--- config.mk ---
export PLATFORM = sky130hd
export DESIGN_NAME = sprite_line_engine_flat
export DESIGN_NICKNAME = d
export VERILOG_FILES = /design/src/rtl/sprite_line_engine_if.sv /design/src/rtl/sprite_line_engine.sv /design/src/flat_wrapper.sv
export SDC_FILE = /design/constraint.sdc
export NUM_CORES = 1
export LEC_CHECK = 0
export CORE_UTILIZATION = 55
export CTS_BUF_LIST = sky130_fd_sc_hd__clkbuf_4 sky130_fd_sc_hd__clkbuf_8 sky130_fd_sc_hd__clkbuf_16
export DETAILED_ROUTE_END_ITERATION = 8
export GPL_ROUTABILITY_DRIVEN = 0
export PLACE_DENSITY = 0.81
export SYNTH_ARGS = -nofsm -noshare
export SYNTH_HDL_FRONTEND = slang
export SYNTH_SLANG_ARGS = --single-unit
--- constraint.sdc ---
create_clock -name clk -period 4.6 [get_ports clk]
set_clock_uncertainty 0.15 [all_clocks]
set_input_delay 1.38 -clock clk [delete_from_list [all_inputs] [get_ports clk]]
set_output_delay 1.38 -clock clk [all_outputs]
set_load 0.02 [all_outputs]
--- src/rtl/sprite_line_engine_if.sv ---
// Register bus carrying sprite programming writes from the CPU side into the engine.
// Latency: pure wiring, no storage.
// Backpressure: none; every strobe is accepted in the cycle it is presented.
interface sprite_line_engine_if;
  logic        register_write_i;
  logic [11:0] register_index_i;
  logic [15:0] register_write_value_i;

  modport master (
    output register_write_i,
    output register_index_i,
    output register_write_value_i
  );

  modport slave (
    input register_write_i,
    input register_index_i,
    input register_write_value_i
  );
endinterface

--- src/rtl/sprite_line_engine.sv ---
// Per-scanline sprite detector: scans all sprites into a slot list, matches raster_x against it.
// Latency: display outputs one cycle after raster_x; scan takes NUM_SPRITES cycles after line_start.
// Backpressure: none; register writes and raster inputs are consumed every cycle.
module sprite_line_engine #(
  parameter  int NUM_SPRITES = 8,
  parameter  int SLOTS       = 4,
  parameter  int SIZE_LOG2   = 4,
  parameter  int SHAPE_BITS  = 4,
  parameter  int BASE_INDEX  = 0,
  localparam int IDXW        = (NUM_SPRITES > 1) ? $clog2(NUM_SPRITES) : 1,
  localparam int AW          = SHAPE_BITS + 2 * SIZE_LOG2
) (
  input  logic                  clk,
  input  logic                  reset_n,
  input  logic [9:0]            raster_x,
  input  logic [9:0]            raster_y,
  input  logic                  line_start,
  sprite_line_engine_if.slave   bus,
  output logic                  sprite_active,
  output logic [AW-1:0]         sprite_address,
  output logic [IDXW-1:0]       sprite_index,
  output logic                  line_overflow
);

  localparam int         CW   = $clog2(SLOTS + 1);
  localparam logic [9:0] EDGE = 10'(1 << SIZE_LOG2);

  typedef enum logic {IDLE, SCAN} state_t;
  state_t state_q, state_d;

  // Sprite register file
  logic [9:0]            spr_x_q     [NUM_SPRITES];
  logic [9:0]            spr_y_q     [NUM_SPRITES];
  logic [SHAPE_BITS-1:0] spr_shape_q [NUM_SPRITES];
  logic                  spr_hflip_q [NUM_SPRITES];
  logic                  spr_vflip_q [NUM_SPRITES];
  logic                  spr_en_q    [NUM_SPRITES];

  // Active (displayed line) and pending (next line) slot lists
  logic                  act_vld_q   [SLOTS];
  logic [IDXW-1:0]       act_idx_q   [SLOTS];
  logic [9:0]            act_x_q     [SLOTS];
  logic [SHAPE_BITS-1:0] act_shape_q [SLOTS];
  logic                  act_hflip_q [SLOTS];
  logic [SIZE_LOG2-1:0]  act_yoff_q  [SLOTS];
  logic                  pend_vld_q   [SLOTS];
  logic [IDXW-1:0]       pend_idx_q   [SLOTS];
  logic [9:0]            pend_x_q     [SLOTS];
  logic [SHAPE_BITS-1:0] pend_shape_q [SLOTS];
  logic                  pend_hflip_q [SLOTS];
  logic [SIZE_LOG2-1:0]  pend_yoff_q  [SLOTS];
  logic [CW-1:0]         pend_cnt_q;
  logic                  pend_ovf_q;
  logic                  ovf_q;
  logic [9:0]            tgt_q;
  logic [IDXW-1:0]       cnt_q;

  logic                  active_q;
  logic [AW-1:0]         addr_q;
  logic [IDXW-1:0]       index_q;

  // Register bus decode; a negative relative index sets bit 12 and is rejected
  logic [12:0]     rel;
  logic            wr_hit;
  logic [IDXW-1:0] wr_n;
  logic [1:0]      wr_k;
  assign rel    = {1'b0, bus.register_index_i} - 13'(BASE_INDEX);
  assign wr_hit = bus.register_write_i && !rel[12] && (rel < 13'(4 * NUM_SPRITES));
  assign wr_n   = rel[IDXW+1:2];
  assign wr_k   = rel[1:0];

  // Scan evaluation of the sprite addressed by the counter
  logic [9:0]           scan_dy;
  logic                 scan_hit;
  logic                 scan_last;
  logic [SIZE_LOG2-1:0] scan_yoff;
  assign scan_dy   = tgt_q - spr_y_q[cnt_q];
  assign scan_hit  = (state_q == SCAN) && spr_en_q[cnt_q] && (scan_dy < EDGE);
  assign scan_last = (cnt_q == IDXW'(NUM_SPRITES - 1));
  assign scan_yoff = spr_vflip_q[cnt_q] ? ~scan_dy[SIZE_LOG2-1:0] : scan_dy[SIZE_LOG2-1:0];

  // FSM state register
  always_ff @(posedge clk or negedge reset_n) begin
    if (!reset_n) state_q <= IDLE;
    else          state_q <= state_d;
  end

  // FSM next state: line_start always (re)starts a scan
  always_comb begin
    state_d = state_q;
    if (line_start)                          state_d = SCAN;
    else if (state_q == SCAN && scan_last)   state_d = IDLE;
  end

  // Sprite register writes
  always_ff @(posedge clk or negedge reset_n) begin
    if (!reset_n) begin
      for (int n = 0; n < NUM_SPRITES; n++) begin
        spr_x_q[n]     <= '0;
        spr_y_q[n]     <= '0;
        spr_shape_q[n] <= '0;
        spr_hflip_q[n] <= 1'b0;
        spr_vflip_q[n] <= 1'b0;
        spr_en_q[n]    <= 1'b0;
      end
    end else if (wr_hit) begin
      case (wr_k)
        2'd0: spr_x_q[wr_n] <= bus.register_write_value_i[9:0];
        2'd1: spr_y_q[wr_n] <= bus.register_write_value_i[9:0];
        2'd2: begin
          spr_shape_q[wr_n] <= bus.register_write_value_i[SHAPE_BITS-1:0];
          spr_hflip_q[wr_n] <= bus.register_write_value_i[8];
          spr_vflip_q[wr_n] <= bus.register_write_value_i[9];
        end
        default: spr_en_q[wr_n] <= (bus.register_write_value_i != 16'd0);
      endcase
    end
  end

  // Slot lists: swap on line_start, fill pending list one sprite per scan cycle
  always_ff @(posedge clk or negedge reset_n) begin
    if (!reset_n) begin
      for (int s = 0; s < SLOTS; s++) begin
        act_vld_q[s]    <= 1'b0;
        act_idx_q[s]    <= '0;
        act_x_q[s]      <= '0;
        act_shape_q[s]  <= '0;
        act_hflip_q[s]  <= 1'b0;
        act_yoff_q[s]   <= '0;
        pend_vld_q[s]   <= 1'b0;
        pend_idx_q[s]   <= '0;
        pend_x_q[s]     <= '0;
        pend_shape_q[s] <= '0;
        pend_hflip_q[s] <= 1'b0;
        pend_yoff_q[s]  <= '0;
      end
      pend_cnt_q <= '0;
      pend_ovf_q <= 1'b0;
      ovf_q      <= 1'b0;
      tgt_q      <= '0;
      cnt_q      <= '0;
    end else if (line_start) begin
      for (int s = 0; s < SLOTS; s++) begin
        act_vld_q[s]   <= pend_vld_q[s];
        act_idx_q[s]   <= pend_idx_q[s];
        act_x_q[s]     <= pend_x_q[s];
        act_shape_q[s] <= pend_shape_q[s];
        act_hflip_q[s] <= pend_hflip_q[s];
        act_yoff_q[s]  <= pend_yoff_q[s];
        pend_vld_q[s]  <= 1'b0;
      end
      ovf_q      <= pend_ovf_q;
      pend_ovf_q <= 1'b0;
      pend_cnt_q <= '0;
      tgt_q      <= raster_y + 10'd1;
      cnt_q      <= '0;
    end else if (state_q == SCAN) begin
      cnt_q <= cnt_q + 1'b1;
      if (scan_hit) begin
        if (pend_cnt_q < CW'(SLOTS)) begin
          for (int s = 0; s < SLOTS; s++) begin
            if (CW'(s) == pend_cnt_q) begin
              pend_vld_q[s]   <= 1'b1;
              pend_idx_q[s]   <= cnt_q;
              pend_x_q[s]     <= spr_x_q[cnt_q];
              pend_shape_q[s] <= spr_shape_q[cnt_q];
              pend_hflip_q[s] <= spr_hflip_q[cnt_q];
              pend_yoff_q[s]  <= scan_yoff;
            end
          end
          pend_cnt_q <= pend_cnt_q + 1'b1;
        end else begin
          pend_ovf_q <= 1'b1;
        end
      end
    end
  end

  // Display match: walk slots high to low so the lowest matching slot wins
  logic                  hit_any;
  logic [AW-1:0]         hit_addr;
  logic [IDXW-1:0]       hit_idx;
  always_comb begin : display_match
    logic [9:0]           dx;
    logic [SIZE_LOG2-1:0] xoff;
    hit_any  = 1'b0;
    hit_addr = '0;
    hit_idx  = '0;
    dx       = '0;
    xoff     = '0;
    for (int s = SLOTS - 1; s >= 0; s--) begin
      dx   = raster_x - act_x_q[s];
      xoff = act_hflip_q[s] ? ~dx[SIZE_LOG2-1:0] : dx[SIZE_LOG2-1:0];
      if (act_vld_q[s] && (dx < EDGE)) begin
        hit_any  = 1'b1;
        hit_addr = {act_shape_q[s], act_yoff_q[s], xoff};
        hit_idx  = act_idx_q[s];
      end
    end
  end

  // Registered pixel outputs
  always_ff @(posedge clk or negedge reset_n) begin
    if (!reset_n) begin
      active_q <= 1'b0;
      addr_q   <= '0;
      index_q  <= '0;
    end else begin
      active_q <= hit_any;
      addr_q   <= hit_addr;
      index_q  <= hit_idx;
    end
  end

  assign sprite_active  = active_q;
  assign sprite_address = addr_q;
  assign sprite_index   = index_q;
  assign line_overflow  = ovf_q;

endmodule

--- src/flat_wrapper.sv ---
// flat-port wrapper written by rule: the top's interface ports become plain ports
module sprite_line_engine_flat 
#(
  parameter  int NUM_SPRITES = 8,
  parameter  int SLOTS       = 4,
  parameter  int SIZE_LOG2   = 4,
  parameter  int SHAPE_BITS  = 4,
  parameter  int BASE_INDEX  = 0,
  localparam int IDXW        = (NUM_SPRITES > 1) ? $clog2(NUM_SPRITES) : 1,
  localparam int AW          = SHAPE_BITS + 2 * SIZE_LOG2
)
  (clk, reset_n, raster_x, raster_y, line_start, sprite_active, sprite_address, sprite_index, line_overflow, bus_register_write_i, bus_register_index_i, bus_register_write_value_i);
  sprite_line_engine_if bus_i ();
  input  logic clk;
  input  logic reset_n;
  input  logic [9:0] raster_x;
  input  logic [9:0] raster_y;
  input  logic line_start;
  output logic sprite_active;
  output logic [AW-1:0] sprite_address;
  output logic [IDXW-1:0] sprite_index;
  output logic line_overflow;
  input wire logic [$bits(bus_i.register_write_i)-1:0] bus_register_write_i;
  input wire logic [$bits(bus_i.register_index_i)-1:0] bus_register_index_i;
  input wire logic [$bits(bus_i.register_write_value_i)-1:0] bus_register_write_value_i;
  assign bus_i.register_write_i = bus_register_write_i;
  assign bus_i.register_index_i = bus_register_index_i;
  assign bus_i.register_write_value_i = bus_register_write_value_i;
  sprite_line_engine #(.NUM_SPRITES(NUM_SPRITES), .SLOTS(SLOTS), .SIZE_LOG2(SIZE_LOG2), .SHAPE_BITS(SHAPE_BITS), .BASE_INDEX(BASE_INDEX)) u_core (.clk(clk), .reset_n(reset_n), .raster_x(raster_x), .raster_y(raster_y), .line_start(line_start), .bus(bus_i), .sprite_active(sprite_active), .sprite_address(sprite_address), .sprite_index(sprite_index), .line_overflow(line_overflow));
endmodule
=== Yosys cells after proc, flatten, opt, wreduce, memory -nomap -nowiden ===
Index checks and enable logic that the tools add are counted.

* Bits in registers: 435
* Input bits: 52
* Output and inout port bits: 17
* Logic and storage cells: 241

* $add $sub $neg: 8
* $lt $le $gt $ge: 10
* Eq/ne operators: 7
* Multiplexer cells: 67
* Bitwise gates (word level): 9
* Reductions and logical operators: 35

{| class="wikitable"
|+ Operators with widths
! kind !! count
|-
| bitwise mux 80 bit || 2
|-
| binary-select mux 10 bit (select 3 bit) || 2
|-
| less-than comparator 10 x 5 -> 1 bit, second input constant || 5
|-
| two-way mux 10 bit || 5
|-
| subtractor 10 bit || 5
|-
| two-way mux 12 bit || 4
|-
| two-way mux 4 bit || 12
|-
| bitwise mux 32 bit || 1
|-
| demux 10 bit (select 3 bit) || 1
|-
| two-way mux 3 bit || 10
|-
| bitwise mux 8 bit || 3
|-
| two-way mux 1 bit || 21
|-
| inverter 4 bit || 5
|-
| AND reduction 5 bit || 4
|-
| AND reduction 4 bit || 4
|-
| nonzero test 16 bit || 1
|-
| nonzero test 2 bit || 8
|-
| binary-select mux 4 bit (select 3 bit) || 1
|-
| demux 4 bit (select 3 bit) || 1
|-
| less-than comparator 12 x 6 -> 1 bit, second input constant || 1
|-
| adder 10 x 1 -> 10 bit, second input constant || 1
|-
| binary-select mux 1 bit (select 3 bit) || 3
|-
| logical AND 1 bit || 9
|-
| greater-or-equal comparator 4 bit, second input constant || 2
|-
| other kinds (17) || 25
|}

=== Depth between registers and ports, before layout ===
Gate-level depths: netlist of the first run.

* Depth in word-level cells: 10
* Mapped depth: 18
* Gate-level depth less buffers: 12

=== Worst setup path after synthesis of the first run ===
No wires, ideal clock.

* Path type: reg-to-reg
* Start: register u_core.cnt_q[0]
* End: register u_core.pend_idx_q[5] in the netlist's numbering
* Library setup time: 128 ps
* Arrival: 4722 ps
* Data required time: 4322 ps
* Slack: -400 ps
* Cell stages (with the launch flop): 19
* Buffers on the path: 6
* Period minus slack after synthesis: 5000 ps
* Cells stage by stage: dfrtp_1 > buf_4 > buf_2 > buf_1 > buf_2 > mux4_2 > mux2i_1 > inv_1 > fa_1 > nor2b_1 > o31ai_2 > a21boi_0 > o21a_1 > o21ai_0 > nor4_4 > and3_1 > buf_4 > buf_6 > mux2_1

* Word-level cells in the longest chain between the ends: 8
* Elaborated cells on any way between the ends: 12
* Classes of those cells: 1 x add/sub; 1 x order compare; 6 x mux; 1 x bitwise; 3 x reduce/logical

{| class="wikitable"
|+ Ends and longest elaborated chain
! item !! line !! text
|-
| from (decl) || sprite_line_engine.sv:56 || <nowiki>logic [IDXW-1:0] cnt_q;</nowiki>
|-
| from (signal assigned) || sprite_line_engine.sv:158 || <nowiki>cnt_q <= cnt_q + 1'b1;</nowiki>
|-
| inverter 3 -> 4 bit (not written as such) (*) || sprite_line_engine.sv:77, sprite_line_engine.sv:78 ||
|-
| binary-select mux 10 bit (select 3 bit) || sprite_line_engine.sv:77 || <nowiki>assign scan_dy = tgt_q - spr_y_q[cnt_q];</nowiki>
|-
| two-way mux 10 bit (not written as such) (2 in a row) || sprite_line_engine.sv:77 ||
|-
| subtractor 10 bit || sprite_line_engine.sv:77 ||
|-
| less-than comparator 10 x 5 -> 1 bit || sprite_line_engine.sv:78 || <nowiki>assign scan_hit = (state_q == SCAN) && spr_en_q[cnt_q] && (scan_dy < EDGE);</nowiki>
|-
| logical AND 1 bit (*) || sprite_line_engine.sv:78 ||
|-
| AND reduction 5 bit (no line) (*) || n/a ||
|-
| to (signal, indexed assignment) || sprite_line_engine.sv:164 || <nowiki>pend_idx_q[s] <= cnt_q;</nowiki>
|-
| to (decl) || sprite_line_engine.sv:47 || <nowiki>logic [IDXW-1:0] pend_idx_q [SLOTS];</nowiki>
|}

Every way passes the cells marked *; elsewhere a longest branch is shown, timed or not. The select of a mux whose other input is x is not followed.
A chain may end at the register's enable or synchronous reset.

=== Final worst setup path of the first run ===
* Start: register u_core.cnt_q[0]
* End: register u_core.pend_x_q[18] in the netlist's numbering

* Word-level cells in the longest chain between the ends: 8
* Elaborated cells on any way between the ends: 15
* Classes of those cells: 1 x add/sub; 1 x order compare; 9 x mux; 1 x bitwise; 3 x reduce/logical

{| class="wikitable"
|+ Ends and longest elaborated chain
! item !! line !! text
|-
| inverter 3 -> 4 bit (not written as such) (*) || sprite_line_engine.sv:77, sprite_line_engine.sv:78, sprite_line_engine.sv:165 ||
|-
| binary-select mux 10 bit (select 3 bit) || sprite_line_engine.sv:77 ||
|-
| two-way mux 10 bit (not written as such) (2 in a row) || sprite_line_engine.sv:77 ||
|-
| subtractor 10 bit || sprite_line_engine.sv:77 ||
|-
| less-than comparator 10 x 5 -> 1 bit || sprite_line_engine.sv:78 ||
|-
| logical AND 1 bit || sprite_line_engine.sv:78 ||
|-
| AND reduction 5 bit (no line) || n/a ||
|-
| to (signal, indexed assignment) || sprite_line_engine.sv:165 || <nowiki>pend_x_q[s] <= spr_x_q[cnt_q];</nowiki>
|-
| to (decl) || sprite_line_engine.sv:48 || <nowiki>logic [9:0] pend_x_q [SLOTS];</nowiki>
|}

Marks and branches as above.

==> impl_metrics.tcl, run 1 <==
set metrics [dict create \
    cts_buffers 44 \
    drt_pass1_iterations 5 \
    yosysMostFrequentCell "dfrtp_1" \
    die_h_um 197 \
    wire_per_inst_um 20.8 \
    insertion_delay_ns 0.59 \
    gr-total-overflow 0 \
    rsz0062_at_grt "false" \
    wirelength_um 47200 \
    synthTopCellsByArea "dfrtp_1 (52%), mux2_2 (17%), mux4_2 (5.7%)" \
    cts_root_buf "clkbuf_16" \
    clkTransAtPathRegs_ns 0.06 \
    synth-main-ff-cell "dfrtp_1" \
    setup_ws_ns 0.294 \
    drc 0 \
    crit_type "reg -> reg" \
    ys_seq_area_share_pct 51.8 \
    netlist_area_sq_um 21000 \
    vdd_drop_max_v 0.000269 \
    synth_commonest_cells "dfrtp_1 (435), mux2_2 (320), nor2_1 (78), nand2_1 (75), o21ai_0 (66)" \
    synth_top_area_share_pct 51.8 \
    grt_pass1_vias 13800 \
    core-area_sq_um 37600 \
    rows 71 \
    min_period_ns 4.31 \
    antenna_found_initial 1 \
    cts_buffer_depth 3 \
    grt_max_degree 104 \
    synth.ff_latch_count 435 \
    finalMaxSlewViolations 0 \
    cts_max_level 2 \
    hold_ws_ns 0.326 \
    crit_required_ns 4.90 \
    ys_warn_count 0 \
    ioPinCount 69 \
    async_flop_share_pct 100 \
    power_w 0.00824 \
    worstMarginPinSlew_ns 0.923 \
    layout.nets 1832 \
    cap_viol_max_count 0 \
    diodes 0 \
    tns_ns 0 \
    cts_tree "built" \
    ys_types 61 \
    hold_path_class "reg -> reg" \
    arrival_ns 4.61 \
    hold_viol 0 \
    hpwl_um 31500 \
    crit_path_end_kind "flop" \
    synth_cells 1618 \
    start_util_pct 55.9 \
    vias_per_cell 5.95 \
    die_area_sq_um 39000 \
    path_max_fanout 23 \
    nFillCells 2673 \
    grt_first_pass_wirelength_um 75700 \
    avgSynthCellArea_sq_um 13.0 \
    yosysTopAreaCell "dfrtp_1" \
    synth_edf_count 0 \
    final_core_util_pct 64.3 \
    period_share_pct 93.6 \
    status "complete, no violations" \
    drive_gt1_share_pct 30.8 \
    port_buffers 68 \
    antenna_left 0 \
    dr.first_iter.drc_count 945 \
    cts.sinks 435 \
    synth_nets 1728 \
    slew_headroom_pct 38.3 \
    num_vias 13500 \
    critPathLaunchType "flop" \
    grt_use_total_pct 24.9 \
    power.static_leakage_nw 11.6 \
    fmax_mhz 232 \
    area_delta_synth_final_pct 15.0 \
    setup_violations 0 \
    dp_slack_ns -0.218 \
    die_w_um 197 \
    p_per_area_nw_per_um2 341 \
]
-- critical path, stage by stage (launching register included) --
cell and delay, ns:
dfrtp_4 0.51, mux4_2 0.53, mux2_2 0.30, ha_1 0.24, fa_1 0.43, nor2b_1 0.21
o31ai_2 0.11, o2111ai_1 0.18, and4b_1 0.21, o21ai_0 0.18, nor4_4 0.27, and3_1 0.26
buf_12 0.21, mux2_1 0.36
-- stage by stage --
step / std cells / cell area, sq um
2_1_floorplan: 1618 / 21000
3_3_place_gp: 2184 / 22600
3_5_place_dp: 2184 / 22600
4_1_cts: 2263 / 24100
5_1_grt: 2266 / 24100
6_report: 2266 / 24100
-- report_power, final --
part           internal [W]  switching [W]  total [W]
Clock               0.00222        0.00151    0.00372
Sequential          0.00386      0.0000253    0.00388
Combinational      0.000250       0.000381   0.000630
Total               0.00632        0.00192    0.00824
-- cell usage in the layout (no fill, tap or decap), types with 52 or more instances in the layout --
| master | n |
|---|---|
| clkdlybuf4s50_1 | 66 |
| inv_1 | 61 |
| o21ai_0 | 65 |
| nand2_1 | 75 |
| ha_1 | 52 |
| mux2_2 | 320 |
| mux4_2 | 53 |
| buf_4 | 65 |
| dfrtp_1 | 433 |
| mux2_1 | 60 |
| nor2_1 | 78 |
-- layout make-up --
cell class                      count  area, sq um  share of cell area (%)
Multi-Input combinational cell   1037         9500                    39.3
Clock buffer                       65         1350                    5.60
Tap cell                          511          639                    2.65
Clock inverter                     14          178                   0.736
Inverter                           61          229                   0.948
Timing Repair Buffer              143         1360                    5.63
Sequential cell                   435        10900                    45.1
-- worst paths after layout --
path	startpoint	end	cells past startpoint	slack (ns)
setup / recovery	u_core.cnt_q[0]$_DFFE_PN0N_	u_core.pend_x_q[18]$_DFFE_PN0P_	13	0.29
hold / removal	u_core.pend_x_q[11]$_DFFE_PN0P_	u_core.act_x_q[11]$_DFFE_PN0P_	2	0.33
setup reg to reg	u_core.cnt_q[0]$_DFFE_PN0N_	u_core.pend_x_q[18]$_DFFE_PN0P_	13	0.29
hold reg to reg	u_core.pend_x_q[11]$_DFFE_PN0P_	u_core.act_x_q[11]$_DFFE_PN0P_	2	0.33
max in group asynchronous	reset_n	u_core.spr_x_q[59]$_DFFE_PN0P_	2	2.61
min in group asynchronous	reset_n	u_core.act_yoff_q[4]$_DFFE_PN0P_	1	0.70
-- logic make-up (layout without fill, tap and decap cells) --
group	count (synthesis)	count (layout)	synth area share, %
muxes	451	451	26.9
DFF	435	435	51.8
and+or+nand+nor	272	272	6.28
AOI/OAI and AO/OA	200	200	5.97
buffers and inverters	146	283	2.99
adders and majority gates	58	58	3.63
xor gates and xnor gates	56	56	2.37
-- flip-flops by register name, summed over array words and instances (netlist names), 4 cells and up --
register,count
u_core.act_hflip_q,4
u_core.act_idx_q,12
u_core.act_shape_q,16
u_core.act_vld_q,4
u_core.act_x_q,40
u_core.act_yoff_q,16
u_core.pend_hflip_q,4
u_core.pend_idx_q,12
u_core.pend_shape_q,16
u_core.pend_vld_q,4
u_core.pend_x_q,40
u_core.pend_yoff_q,16
u_core.spr_en_q,8
u_core.spr_hflip_q,8
u_core.spr_shape_q,32
u_core.spr_vflip_q,8
u_core.spr_x_q,80
u_core.spr_y_q,80
u_core.sprite_address,12
u_core.tgt_q,10
-- what timing repair did --
| item | in CTS | in global routing |
|---|---|---|
| buffers inserted | 0 | 3 |
| endpoints found under the setup margin | 19 | 88 |
| resized for setup | 2 | 5 |
| endpoints found under the hold margin | 0 | 0 |
| hold buffers | 0 | 0 |
-- metal layers --
layer,track usage [%],part of all wire (%),vias up
met3,4.05,4.6,81
met1,34.6,44,7017
met5,0,0,-
li1,-,-,6037
met2,40.7,49,348
met4,7.09,2.1,0
Note: power is estimated with default switching activity, not from simulation.
==> run 2: changes to the inputs <==
- PLACE_DENSITY: 0.81 -> 0.87
==> impl_metrics.tcl, run 2 (same netlist as run 1, synthesis figures left out) <==
set metrics [dict create \
    area_delta_synth_final_pct 15.3 \
    cts_root_buf "clkbuf_16" \
    vias_per_cell 6.18 \
    cts_max_level 2 \
    wire_per_inst_um 22.4 \
    ff2ff_path_depth 13 \
    cts_tree "built" \
    hold_viol 0 \
    drc 0 \
    diodes 0 \
    antenna_found_initial 1 \
    hold_depth 2 \
    rows 71 \
    power.static_leakage_nw 11.6 \
    path_max_fanout 17 \
    drt_pass1_iterations 6 \
    die_w_um 197 \
    port_buffers 68 \
    num_vias 14000 \
    layout_common_cells "dfrtp_1 (433), mux2_2 (320), nor2_1 (78)" \
    cts_buffer_depth 3 \
    final_core_util_pct 64.4 \
    reg2reg_to "u_core.pend_x_q[12]$_DFFE_PN0P_" \
    gr-total-overflow 0 \
    crit_slowest_cell "mux4_2" \
    layout.cells.most_common "dfrtp_1" \
    worstMarginPinSlew_ns 0.883 \
    wirelength_um 50800 \
    cts.sinks 435 \
    tns_ns 0 \
    crit_required_ns 4.87 \
    dpl.cell_count 2183 \
    antenna_left 0 \
    power_w 0.00833 \
    grt_use_total_pct 26.3 \
    slowest_delay_ns 0.53 \
    drive_gt1_share_pct 30.9 \
    hold_path_class "reg -> reg" \
    crit-reg2reg-launch "u_core.cnt_q[0]$_DFFE_PN0N_" \
    cpLargestDelayFamily "multiplexers" \
    finalMaxSlewViolations 0 \
    die_area_sq_um 39000 \
    insertion_delay_ns 0.56 \
    critPathLaunchType "flop" \
    fmax_mhz 226 \
    p_per_area_nw_per_um2 344 \
    hpwl_um 31800 \
    min_period_ns 4.43 \
    status "complete, no violations" \
    layout.nets 1834 \
    period_share_pct 96.4 \
    r2r_slack_ns 0.17 \
    dr.first_iter.drc_count 1132 \
    ioPinCount 69 \
    crit_type "reg -> reg" \
    vdd_drop_max_v 0.000277 \
    reg.largest.list "u_core.spr_x_q (80), u_core.spr_y_q (80)" \
    start_util_pct 55.9 \
    setup_violations 0 \
    min_to "u_core.act_x_q[37]$_DFFE_PN0P_" \
    core-area_sq_um 37600 \
    cts_buffers 44 \
    slew_headroom_pct 39.6 \
    crit_buf_inv 3 \
    grt_first_pass_wirelength_um 80000 \
    arrival_ns 4.70 \
    final_cells 2270 \
    path_common_cell "o21ai_0" \
    grt_max_degree 150 \
    cap_viol_max_count 0 \
    grt_pass1_vias 14700 \
    path_cells "buf_6 > mux4_2 > mux2i_1 > ha_1 > o21ai_0 > o21ai_1 > a311oi_1 > o21ai_0 > nor4_4 > buf_4 > and3_1 > buf_12 > mux2_2" \
    worstHoldStart "u_core.pend_x_q[37]$_DFFE_PN0P_" \
    crit_path_end_kind "flop" \
    hold_ws_ns 0.325 \
    clkTransAtPathRegs_ns 0.07 \
    die_h_um 197 \
    cp-startpoint "u_core.cnt_q[0]$_DFFE_PN0N_" \
]
run 2: cell type report:
cell class              instances  area [sq um]
well taps                     511           639
repair buffers                145          1390
clock inverters                15           191
inverters                      61           229
clock buffers                  66          1380
fillers                      2531         13400
multi-input cells            1037          9500
flip-flops and latches        435         10900
run 2: worst max-delay path by stage:
| stage | slack (ns) | endpoint | cells after the start |
|---|---|---|---|
| 6_report | 0.17 | u_core.pend_x_q[12]$_DFFE_PN0P_ | 13 |
| 2_1_floorplan | 0.01 | u_core.pend_idx_q[5]$_DFFE_PN0P_ | 18 |
| 3_5_place_dp | -0.17 | u_core.sprite_address[3]$_DFF_PN0_ | 15 |
| 4_1_cts | 0.001 | u_core.pend_x_q[12]$_DFFE_PN0P_ | 13 |
| 3_3_place_gp | -0.05 | u_core.sprite_address[10]$_DFF_PN0_ | 15 |
| 5_1_grt | -0.01 | u_core.pend_idx_q[5]$_DFFE_PN0P_ | 14 |
run 2: metrics by stage:
step | worst slack, ns | area, sq um
2_1_floorplan | 0.0100 | 21000
3_5_place_dp | -0.173 | 22600
3_3_place_gp | -0.0481 | 22600
5_1_grt | -0.0137 | 24200
4_1_cts | 0.00109 | 24200
6_report | 0.165 | 24200
run 2: repair_timing:
action	in CTS	in global routing
pin swaps	0	1
setup buffers	0	6
resized for setup	1	5
hold buffers	0	0
endpoints found under the setup margin	3	83
run 2: tightest hold or removal path: stages, from the launching register on:
cell and delay (ns):
dfrtp_1 0.34, nand2_1 0.05, o21ai_0 0.05
run 2: routing by layer:
layer	global-route usage, %	vias up	part of all wire, %
met5	0	-	0
met1	34.2	7222	40
li1	-	6043	-
met4	9.96	0	3.2
met2	43.9	631	50
met3	5.00	140	7.1
run 2: where the power goes:
| group | internal (W) | switching [W] |
|---|---|---|
| clock | 0.00230 | 0.00151 |
| combinational | 0.000250 | 0.000384 |
| sequential | 0.00386 | 0.0000318 |
| total | 0.00640 | 0.00193 |
==> run 3: changes to the inputs <==
- CTS_CLUSTER_SIZE: not set -> 12
==> impl_metrics.tcl, run 3 (same netlist as run 1, synthesis figures left out) <==
set metrics [dict create \
    start_util_pct 55.9 \
    path_cells "buf_12 > mux4_2 > mux2_2 > ha_1 > fa_1 > nor2b_2 > o31ai_4 > o2111ai_1 > and4b_1 > o21ai_1 > nor4_4 > buf_4 > nand3_4 > buf_12 > mux2_1" \
    finalMaxSlewViolations 0 \
    cap_viol_max_count 0 \
    hold_depth 2 \
    port_buffers 68 \
    drt_pass1_iterations 5 \
    ioPinCount 69 \
    ff2ff_path_depth 15 \
    intPower_w 0.00611 \
    status "complete, no violations" \
    drive_gt1_share_pct 30.4 \
    gr-total-overflow 0 \
    die_area_sq_um 39000 \
    grt_first_pass_wirelength_um 79500 \
    die_w_um 197 \
    power.share.sequential_pct 48.7 \
    insertion_delay_ns 0.57 \
    critPathLaunchType "flop" \
    area_delta_synth_final_pct 14.4 \
    dr.first_iter.drc_count 1043 \
    worstHoldStart "u_core.pend_x_q[37]$_DFFE_PN0P_" \
    setup_ws_ns 0.141 \
    die_h_um 197 \
    slew_headroom_pct 29.6 \
    vias_per_cell 6.15 \
    p_clk_share_pct 43.3 \
    tns_ns 0 \
    wirelength_um 49400 \
    hpwl_um 31800 \
    antenna_found_initial 0 \
    p_per_area_nw_per_um2 332 \
    p_sw_share_pct 23.4 \
    switching_power_w 0.00187 \
    period_share_pct 96.9 \
    layout_common_cells "dfrtp_1 (433), mux2_2 (320), nor2_1 (78)" \
    worstMarginPinSlew_ns 1.03 \
    rows 71 \
    cts_buffers 44 \
    crit_type "reg -> reg" \
    reg.largest.list "u_core.spr_x_q (80), u_core.spr_y_q (80)" \
    final_cells 2253 \
    vdd_drop_max_v 0.000310 \
    crit-reg2reg-launch "u_core.cnt_q[0]$_DFFE_PN0N_" \
    crit_path_end_kind "flop" \
    core-area_sq_um 37600 \
    fmax_mhz 224 \
    num_vias 13900 \
    dpl.cell_count 2183 \
    grt_max_degree 150 \
    hold_path_class "reg -> reg" \
    hold_viol 0 \
    antenna_left 0 \
    diodes 0 \
    comb_power_share_pct 8.0 \
    power.static_leakage_nw 11.5 \
    min_period_ns 4.46 \
    layout.cells.most_common "dfrtp_1" \
    final_core_util_pct 63.9 \
    layout.nets 1833 \
    drc 0 \
    crit_required_ns 4.88 \
    postCtsHoldBufs 0 \
    grt_use_total_pct 26.1 \
    cts.sinks 435 \
    min_to "u_core.act_x_q[37]$_DFFE_PN0P_" \
    crit_slowest_cell "dfrtp_4" \
    dp_slack_ns -0.173 \
    setup_violations 0 \
    path_max_fanout 17 \
    cts_root_buf "clkbuf_16" \
    r2r_slack_ns 0.14 \
    cts_buffer_depth 3 \
    path_common_cell "buf_12" \
    reg2reg_to "u_core.pend_x_q[2]$_DFFE_PN0P_" \
    slowest_delay_ns 0.50 \
    wire_per_inst_um 21.9 \
    grt_pass1_vias 14500 \
    cp-startpoint "u_core.cnt_q[0]$_DFFE_PN0N_" \
    nFillCells 2578 \
    arrival_ns 4.74 \
    clkTransAtPathRegs_ns 0.06 \
    hold_ws_ns 0.321 \
    cts_max_level 2 \
    cts_tree "built" \
]
[run 3: what timing repair did]
item | 4_1_cts | 5_1_grt
setup buffers | 1 | 4
pin swaps | 0 | 2
gates resized for setup | 0 | 12
gates cloned | 0 | 0
endpoints found under the setup margin | 2 | 82
[run 3: how the worst max path moves through the flow]
stage	end	slack, ns	cells past startpoint
2_1_floorplan	u_core.pend_idx_q[5]$_DFFE_PN0P_	0.01	18
3_3_place_gp	u_core.sprite_address[10]$_DFF_PN0_	-0.05	15
3_5_place_dp	u_core.sprite_address[3]$_DFF_PN0_	-0.17	15
4_1_cts	u_core.pend_x_q[2]$_DFFE_PN0P_	0.09	13
5_1_grt	u_core.pend_x_q[2]$_DFFE_PN0P_	-0.03	15
6_report	u_core.pend_x_q[2]$_DFFE_PN0P_	0.14	15
[run 3: cell type report]
type                       instances  area (sq um)  share of cell area (%)
sequential                       435         10900                    45.3
multi-input combinational       1037          9520                    39.6
timing repair buffer             144          1400                    5.81
clock buffer                      58          1240                    5.18
tap                              511           639                    2.66
inverter                          61           229                   0.953
clock inverter                     7           115                   0.479
[run 3: stage by stage]
stage                     cell area (sq um)  total power [W]
final                                 24000          0.00798
after CTS                             24000          0.00801
after detailed placement              22600          0.00457
after global placement                22600          0.00455
after floorplan                       21000          0.00430
after global routing                  24000          0.00823
[run 3: per-layer routing]
metal | global-route usage [%] | wire length (um)
met1 | 34.1 | 20200
met2 | 43.7 | 24200
met3 | 4.83 | 3400
met4 | 9.33 | 1590
met5 | 0 | 0
[run 3: power groups by stage]
| stage | clock (W) | sequential (W) | combinational (W) |
|---|---|---|---|
| 3_5_place_dp | 0 | 0.00396 | 0.000614 |
| 3_3_place_gp | 0 | 0.00395 | 0.000594 |
| 5_1_grt | 0.00364 | 0.00389 | 0.000699 |
| 4_1_cts | 0.00349 | 0.00389 | 0.000624 |
| 6_report | 0.00345 | 0.00389 | 0.000641 |
| 2_1_floorplan | 0 | 0.00394 | 0.000366 |
[run 3: worst max-delay path: cells and delay by family (launching register included)]
family | cells | cell delay, ns
fa+ha+maj | 2 | 0.67
flops | 1 | 0.50
simple gates | 4 | 0.86
buf+inv | 3 | 0.57
mux | 3 | 1.07
compound gates | 3 | 0.48
